## src/rtl/ex_except_stage.sv

```systemverilog
// EX-stage exception merge: flags ADD/ADDI/SUB overflow, drives the EX/MEM register and holds one pending exception.
// Optional taken-exception counter enabled by defining EX_EXC_COUNT_EN.
module ex_except_stage #(
   parameter int EXC_W  = 9,
   parameter int OF_BIT = 5,
   parameter int CODE_W = 4
) (
   input  logic              clk,
   input  logic              rst_n,
   input  logic              in_valid,
   input  logic [EXC_W-1:0]  in_except,
   input  logic [31:0]       instruct,
   input  logic [31:0]       pc,
   input  logic              of,
   input  logic              stall,
   input  logic              flush,
   input  logic              exc_ack,
   output logic              out_valid,
   output logic [EXC_W-1:0]  out_except,
   output logic [31:0]       out_instruct,
   output logic [31:0]       out_pc,
   output logic              exc_req,
   output logic [CODE_W-1:0] exc_code,
   output logic [31:0]       epc,
   output logic [15:0]       exc_count
);

   typedef enum logic [0:0] {IDLE = 1'b0, PENDING = 1'b1} state_t;

   state_t             state_r;
   logic [5:0]         opcode_s;
   logic [5:0]         funct_s;
   logic               trap_arith_s;
   logic               ovf_s;
   logic [EXC_W-1:0]   merged_s;
   logic               take_s;

   // Highest set bit wins: larger index means higher priority.
   function automatic logic [CODE_W-1:0] top_index(input logic [EXC_W-1:0] v);
      logic [CODE_W-1:0] idx;
      idx = {CODE_W{1'b0}};
      for (int i = 0; i < EXC_W; i++) begin
         if (v[i]) idx = CODE_W'(i);
         else      idx = idx;
      end
      return idx;
   endfunction

   // Overflow detection for the trapping adds and the merged exception vector.
   always_comb begin
      opcode_s     = instruct[31:26];
      funct_s      = instruct[5:0];
      trap_arith_s = 1'b0;
      case (opcode_s)
         6'b000000: trap_arith_s = (funct_s == 6'b100000) || (funct_s == 6'b100010);
         6'b001000: trap_arith_s = 1'b1;
         default:   trap_arith_s = 1'b0;
      endcase
      ovf_s            = in_valid & of & trap_arith_s;
      merged_s         = in_except;
      merged_s[OF_BIT] = ovf_s;
      take_s           = (state_r == IDLE) && !stall && !flush && in_valid &&
                         (merged_s != {EXC_W{1'b0}});
   end

   // Exception FSM and EX/MEM register; flush beats stall, ack is honoured even while stalled.
   always_ff @(posedge clk or negedge rst_n) begin
      if (!rst_n) begin
         state_r      <= IDLE;
         exc_req      <= 1'b0;
         exc_code     <= {CODE_W{1'b0}};
         epc          <= 32'h0000_0000;
         out_valid    <= 1'b0;
         out_except   <= {EXC_W{1'b0}};
         out_instruct <= 32'h0000_0000;
         out_pc       <= 32'h0000_0000;
      end else begin
         if ((state_r == PENDING) && exc_ack) begin
            state_r <= IDLE;
            exc_req <= 1'b0;
         end else if (take_s) begin
            state_r  <= PENDING;
            exc_req  <= 1'b1;
            exc_code <= top_index(merged_s);
            epc      <= pc;
         end

         if (flush) begin
            out_valid  <= 1'b0;
            out_except <= {EXC_W{1'b0}};
         end else if (!stall) begin
            if (state_r == PENDING) begin
               out_valid <= 1'b0;
            end else begin
               out_valid    <= in_valid;
               out_except   <= merged_s;
               out_instruct <= instruct;
               out_pc       <= pc;
            end
         end
      end
   end

`ifdef EX_EXC_COUNT_EN
   logic [15:0] exc_count_r;

   // Saturating count of IDLE->PENDING transitions.
   always_ff @(posedge clk or negedge rst_n) begin
      if (!rst_n) begin
         exc_count_r <= 16'h0000;
      end else if (take_s && (exc_count_r != 16'hFFFF)) begin
         exc_count_r <= exc_count_r + 16'h0001;
      end
   end

   assign exc_count = exc_count_r;
`else
   assign exc_count = 16'h0000;
`endif

endmodule

```

## config.mk

```make
export PLATFORM = sky130hd
export DESIGN_NAME = ex_except_stage
export DESIGN_NICKNAME = d
export VERILOG_FILES = /design/src/rtl/ex_except_stage.sv
export SDC_FILE = /design/constraint.sdc
export NUM_CORES = 1
export LEC_CHECK = 0
export ABC_CLOCK_PERIOD_IN_PS = 4000
export BUFFER_PORTS_ARGS = -buffer_cell sky130_fd_sc_hd__buf_2
export CAP_MARGIN = 5
export CORE_MARGIN = 2
export CORE_UTILIZATION = 52
export CTS_BUF_LIST = sky130_fd_sc_hd__clkbuf_4
export DETAILED_ROUTE_END_ITERATION = 6
export MAX_ROUTING_LAYER = met4
export PLACE_DENSITY = 0.87
export SLEW_MARGIN = 20
export SYNTH_ARGS = -nofsm -noshare
export SYNTH_HDL_FRONTEND = slang
export SYNTH_SLANG_ARGS = --single-unit
```

## constraint.sdc

```tcl
create_clock -name clk -period 4 [get_ports clk]
set_input_delay 0.8 -clock clk [delete_from_list [all_inputs] [get_ports clk]]
set_output_delay 0.8 -clock clk [all_outputs]
set_load 0.05 [all_outputs]
```

==> results.sh, run 1 <==
export IMPL_regToRegSetupSlack_ps=1680
export IMPL_cp_arrival_ps=2830
export IMPL_power_density_nw_per_um2=614
export IMPL_start_kind="input port"
export IMPL_drv_cap=0
export IMPL_synth_seq_cells=111
export IMPL_ant_nets=0
export IMPL_wl_per_cell_um=16.1
export IMPL_ys_async_sr_fraction_pct=100
export IMPL_cts_buffer_depth=2
export IMPL_syn_area_um2=4520
export IMPL_crit_path_end_kind="flop"
export IMPL_drive_above_1_share_pct=62.9
export IMPL_ios=207
export IMPL_yosys_area_top_type="dfrtp_1"
export IMPL_via_per_inst=5.05
export IMPL_synth_edff_count=0
export IMPL_ir_worst_vdd_uv=347
export IMPL_first_global_vias=3224
export IMPL_routed_wl_um=9750
export IMPL_fin_worst_skew_ps=29.8
export IMPL_final_min_clock_period_ps=2500
export IMPL_tns_ps=0
export IMPL_drt_iter0_drc=62
export IMPL_post_cts_buffers=0
export IMPL_grt_use_total_pct=21.6
export IMPL_row_count=34
export IMPL_worst_endpoint_required_ps=4330
export IMPL_firstDrtPassIters=4
export IMPL_drc=0
export IMPL_place_ws_ps=1010
export IMPL_slew_viol_final=0
export IMPL_crit_fanout=17
export IMPL_grt_max_degree=64
export IMPL_antenna_found_initial=0
export IMPL_status="completed"
export IMPL_slowest_delay_ps=620
export IMPL_globalplace_congestion=0.882
export IMPL_final_nets=574
export IMPL_cts_root_buf="clkbuf_4"
export IMPL_hpwl_um=7410
export IMPL_vias=3063
export IMPL_hold_viol_final=0
export IMPL_syn_inst=300
export IMPL_cts_sinks=111
export IMPL_synth_area_leaders="dfrtp_1 (61%), mux2_2 (18%), mux2_4 (9.0%)"
export IMPL_ys_flop_type="dfrtp_1"
export IMPL_avgSynthCellArea_um2=15.1
export IMPL_critical_path_cell_chain="buf_2 > nor4_1 > a31oi_1 > a21oi_4 > buf_4 > mux2_4"
export IMPL_yosys_warnings=0
export IMPL_die_y_um=97.2
export IMPL_fmax_mhz=400
export IMPL_p_leak_uw=0.00289
export IMPL_cts_resized=0
export IMPL_place_area_um2=5520
export IMPL_antenna_cells=0
export IMPL_grt_pass1_wl_um=15900
export IMPL_clk_latency_ps=440
export IMPL_cts_buffers=9
export IMPL_ys_seq_area_share_pct=61.5
export IMPL_critical_path_top_delay_family="compound AO/OA/AOI/OAI gates"
export IMPL_synth_top_cell_area_share_pct=61.5
export IMPL_synth_cell_types=34
export IMPL_initial_core_util_pct=52.8
export IMPL_fin_crit_sh_pct=62.5
export IMPL_port_buffer_count=189
export IMPL_relSlewSlack_pct=47.9
export IMPL_hold_path_class="input port to asynchronous set/reset pin"
export IMPL_rsz0062_at_grt="false"
export IMPL_setup_viol=0
export IMPL_critPathKind="input port to flop"
export IMPL_fin_area_um2=5670
export IMPL_path_clk_slew_ps=180
export IMPL_h_tree_depth=3
export IMPL_die_x_um=97.2
export IMPL_worst_slack_ps=1500
export IMPL_overflow=0
export IMPL_critical_path_buf_inv_count=2
export IMPL_tightest_slew_ps=782
export IMPL_die_area_um2=9450
export IMPL_core_area_um2=8550
export IMPL_area_growth_syn_to_layout_pct=25.6
export IMPL_ctsHoldBuffers=0
export IMPL_fin_util_pct=66.3
export IMPL_cts_tree="done"
export IMPL_slowest_stage="a21oi_4"
-- cells by family (layout without fill, tap and decap cells) --
kind of cell,Yosys count,count (layout),share of synthesized area [%]
simple gates,36,36,3.77
flops,111,111,61.5
buf+inv,31,215,4.57
other cells,1,16,0.0830
compound gates,23,23,3.41
mux,98,98,26.7
-- where the power goes --
part	internal [uW]	total, uW	switching, uW
Clock	200	566	366
Combinational	395	1460	1060
Sequential	1340	1450	115
-- Yosys cell counts, drive strengths merged, types with 2 or more instances --
cell type,number
a21oi,10
buf,25
clkbuf,2
dfrtp,111
inv,4
mux2,98
nand2,19
nor2,7
nor3,2
o211ai,2
o21ai,2
or2,2
-- state kept, by name, summed over array words and instances, names as in the netlist --
register,cells
epc,32
out_instruct,32
out_pc,32
out_except,9
exc_code,4
exc_req,1
out_valid,1
-- worst register-to-register path, delay by kind of cell (launching register included) --
| family | cells | cell delay (ps) |
|---|---|---|
| AOI/OAI and AO/OA | 2 | 550 |
| buffers and inverters | 1 | 310 |
| DFF | 1 | 460 |
| muxes | 1 | 330 |
| and+or+nand+nor | 1 | 570 |
-- metrics by stage --
stage	hold slack [ps]	power, uW	instances
finish	422	3480	607
global route	433	3640	607
CTS	414	3520	607
detailed placement	487	2950	591
global placement	484	2900	591
floorplan	504	2580	315
-- area by class of cell --
cell class	count	area [um^2]
Sequential cell	111	2780
Clock buffer	9	67.6
Inverter	4	15.0
Clock inverter	7	81.3
Multi-Input combinational cell	173	1600
Fill cell	630	2880
Tap cell	108	135
Timing Repair Buffer	195	993
-- cells in the final DEF, fill, tap and decap left out, drive strengths merged, types with 3 or more instances in the layout --
master,count
a21oi,10
buf,195
clkbuf,9
clkinv,3
conb,16
dfrtp,111
inv,6
mux2,98
nand2,19
nor2,7
-- worst paths after layout --
kind | start | end | cells after the start
worst max-delay path | in_except[6] | epc[20] | 6
worst min-delay path | rst_n | out_instruct[3] | 1
worst max register to register | exc_req | epc[20] | 5
worst min register to register | out_instruct[16] | out_instruct[16] | 1
max in group asynchronous | rst_n | out_instruct[8] | 2
min in group clk | exc_ack | exc_req | 2
-- metal layers --
metal	global-route usage (%)	wire [um]
met5	-	0
met4	6.83	146
met3	5.61	754
met2	37.3	5180
met1	24.6	3670
(Power assumes the default switching activity.)
==> run 2, diff against run 1 <==
--- a/config.mk
+++ b/config.mk
@@ -5,15 +5,16 @@
 export SDC_FILE = /design/constraint.sdc
 export NUM_CORES = 1
 export LEC_CHECK = 0
-export ABC_CLOCK_PERIOD_IN_PS = 4000
+export ABC_AREA = 1
+export ABC_CLOCK_PERIOD_IN_PS = 2500
 export BUFFER_PORTS_ARGS = -buffer_cell sky130_fd_sc_hd__buf_2
 export CAP_MARGIN = 5
 export CORE_MARGIN = 2
-export CORE_UTILIZATION = 52
+export CORE_UTILIZATION = 49
 export CTS_BUF_LIST = sky130_fd_sc_hd__clkbuf_4
 export DETAILED_ROUTE_END_ITERATION = 6
 export MAX_ROUTING_LAYER = met4
-export PLACE_DENSITY = 0.87
+export PLACE_DENSITY = 0.82
 export SLEW_MARGIN = 20
 export SYNTH_ARGS = -nofsm -noshare
 export SYNTH_HDL_FRONTEND = slang
==> constraint.sdc (replaced) <==
create_clock -name clk -period 2.5 [get_ports clk]
set_input_delay 0.5 -clock clk [delete_from_list [all_inputs] [get_ports clk]]
set_output_delay 0.5 -clock clk [all_outputs]
set_load 0.05 [all_outputs]
==> run 2 against run 1 <==
  * Count of clock-buffer cells in the layout grew 2
  * Sequential share of layout area fell by 0.11 points
  * Synthesized cell count rose by 40%
  * Register-to-register slack got worse by 960 ps
  * Via count rose by 12%
  * Power up 51%
  * Wire length up 4.3%
  * First-iteration DRC count grew 130%
  * Flip-flop and latch count is the same
  * Core utilization fell by 4.2 points
  * Critical path type is now flop to flop
==> results.sh, run 2 <==
export IMPL_layout_top_registers="epc: 32 flops, out_instruct: 32 flops, out_pc: 32 flops"
export IMPL_r2r_cells=7
export IMPL_ctsHoldBuffers=0
export IMPL_status="completed"
export IMPL_fin_worst_skew_ps=18.9
export IMPL_finalNonFillerCells=721
export IMPL_rsz0062_at_grt="false"
export IMPL_routed_wl_um=10200
export IMPL_synth_top_cell_area_share_pct=60.6
export IMPL_routed_wl_met3_um=478
export IMPL_yosys_warnings=0
export IMPL_cp_arrival_ps=2100
export IMPL_row_count=35
export IMPL_start_kind="flop"
export IMPL_cts_tree="done"
export IMPL_hold_viol_final=0
export IMPL_h_tree_depth=3
export IMPL_power_density_nw_per_um2=926
export IMPL_place_area_um2=5540
export IMPL_grt_use_total_pct=20.9
export IMPL_synth_fa_ha_area_share_pct=0
export IMPL_synth_simple_area_share_pct=9.11
export IMPL_synth_common_cells="dfrtp_1 (111), nand2_1 (83), inv_1 (57), o21ai_0 (39), o21ai_2 (36)"
export IMPL_cts_buffer_depth=2
export IMPL_synth_cell_types=25
export IMPL_first_global_vias=3356
export IMPL_synth_edff_count=0
export IMPL_ys_async_sr_fraction_pct=100
export IMPL_grt_max_degree=88
export IMPL_cts_resized=0
export IMPL_critPathLaunch="exc_req"
export IMPL_synth_top_family_by_area="compound AO/OA/AOI/OAI gates"
export IMPL_syn_area_um2=4590
export IMPL_fin_area_um2=5680
export IMPL_fin_crit_sh_pct=71.1
export IMPL_critPathKind="flop to flop"
export IMPL_synth_seq_cells=111
export IMPL_antenna_cells=0
export IMPL_globalplace_congestion=0.788
export IMPL_cts_sinks=111
export IMPL_ys_flop_type="dfrtp_1"
export IMPL_layout_common_cells="buf_2 (188), dfrtp_1 (111), nand2_1 (83), inv_1 (57), o21ai_0 (39)"
export IMPL_yosys_area_top_type="dfrtp_1"
export IMPL_die_y_um=101
export IMPL_yosysMostFrequentCell="dfrtp_1"
export IMPL_hold_path_class="input port to asynchronous set/reset pin"
export IMPL_relSlewSlack_pct=55.2
export IMPL_path_clk_slew_ps=170
export IMPL_firstDrtPassIters=5
export IMPL_overflow=0
export IMPL_r2r_start="exc_req"
export IMPL_crit_fanout=73
export IMPL_initial_core_util_pct=50.1
export IMPL_highest_layer="met4"
export IMPL_final_nets=685
export IMPL_hpwl_um=7600
export IMPL_drc=0
export IMPL_drive_above_1_share_pct=45.9
export IMPL_cts_root_buf="clkbuf_4"
export IMPL_dp_cells=705
export IMPL_met1_length_um=4250
export IMPL_worst_endpoint_required_ps=2820
export IMPL_core_area_um2=9150
export IMPL_ant_nets=0
export IMPL_clk_latency_ps=440
export IMPL_port_buffer_count=189
export IMPL_drt_iter0_drc=142
export IMPL_synth_compound_area_share_pct=12.9
export IMPL_dr_wl_met2_um=5230
export IMPL_p_leak_uw=0.00317
export IMPL_synth_xor_area_share_pct=0
export IMPL_area_growth_syn_to_layout_pct=24.0
export IMPL_ios=207
export IMPL_antenna_found_initial=0
export IMPL_tightest_slew_ps=667
export IMPL_final_common_cell="buf_2"
export IMPL_crit_path_end_kind="flop"
export IMPL_grt_pass1_wl_um=16200
export IMPL_vias=3420
export IMPL_cts_buffers=9
export IMPL_ir_worst_vdd_uv=502
export IMPL_ys_seq_area_share_pct=60.6
export IMPL_drv_cap=0
export IMPL_syn_inst=420
export IMPL_final_min_clock_period_ps=1780
export IMPL_tns_ps=0
export IMPL_post_cts_buffers=0
export IMPL_setup_viol=0
export IMPL_muxShareOfSynthArea_pct=6.79
export IMPL_fmax_mhz=562
export IMPL_die_x_um=101
export IMPL_wl_per_cell_um=14.1
export IMPL_slew_viol_final=0
export IMPL_die_area_um2=10100
export IMPL_avgSynthCellArea_um2=10.9
export IMPL_synth_area_leaders="dfrtp_1 (61%), o21ai_2 (6.9%), nand2_1 (6.8%)"
export IMPL_via_per_inst=4.74
run 2: changes by cell type in the layout (fill, tap and decap cells not counted), sizes merged, moves of 2 or more:
cell,change
a21oi,-9
clkbuf,+2
inv,+52
mux2,-72
nand2,+68
nand3,+4
o211ai,-2
o21ai,+75
o22ai,+9
or2,-2
run 2: logic make-up (layout without fill, tap and decap cells):
logic type | Yosys count | in the layout
other cells | 1 | 16
mux | 26 | 26
buf+inv | 93 | 268
flops | 111 | 111
compound gates | 88 | 88
simple gates | 101 | 101
run 2: where the power goes:
part	switching, uW	internal (uW)
Combinational	1620	481
Sequential	162	2110
Clock	565	330
run 2: stage by stage:
| stage | hold WS, ps | total power [uW] | util [%] | setup WS, ps |
|---|---|---|---|---|
| final | 13.7 | 5270 | 62.1 | 721 |
| after global routing | 16.0 | 5520 | 62.1 | 582 |
| after CTS | 21.0 | 5310 | 62.1 | 737 |
| after detailed placement | 463 | 4420 | 60.6 | 577 |
| after global placement | 460 | 4370 | 60.6 | 644 |
| after floorplan | 204 | 3890 | - | 921 |
run 2: layer usage:
metal | up-vias | track usage (%)
met4 | 0 | 6.74
met1 | 1606 | 26.2
li1 | 1673 | -
met2 | 123 | 34.3
met3 | 18 | 4.30
met5 | - | -
run 2: cell type report:
| type | instances | area, um^2 |
|---|---|---|
| fillers | 764 | 3470 |
| flip-flops and latches | 111 | 2780 |
| multi-input cells | 231 | 1390 |
| repair buffers | 194 | 1020 |
| inverters | 58 | 218 |
| well taps | 111 | 139 |
| clock buffers | 11 | 82.6 |
| clock inverters | 5 | 58.8 |
run 2: final timing paths:
check	endpoint	slack (ps)
min in group clk	exc_req	230
min	out_instruct[20]	10
max reg2reg	epc[18]	720
min reg2reg	epc[1]	500
max in group asynchronous	epc[5]	1820
max	epc[18]	720
run 2: critical path, cell delays in order (launching register included):
cell     delay, ps
dfrtp_1        460
nor2_1         190
nand2_4        240
nor2_2         240
nand2_4         70
buf_12         200
nand2_1        140
o21ai_2         60
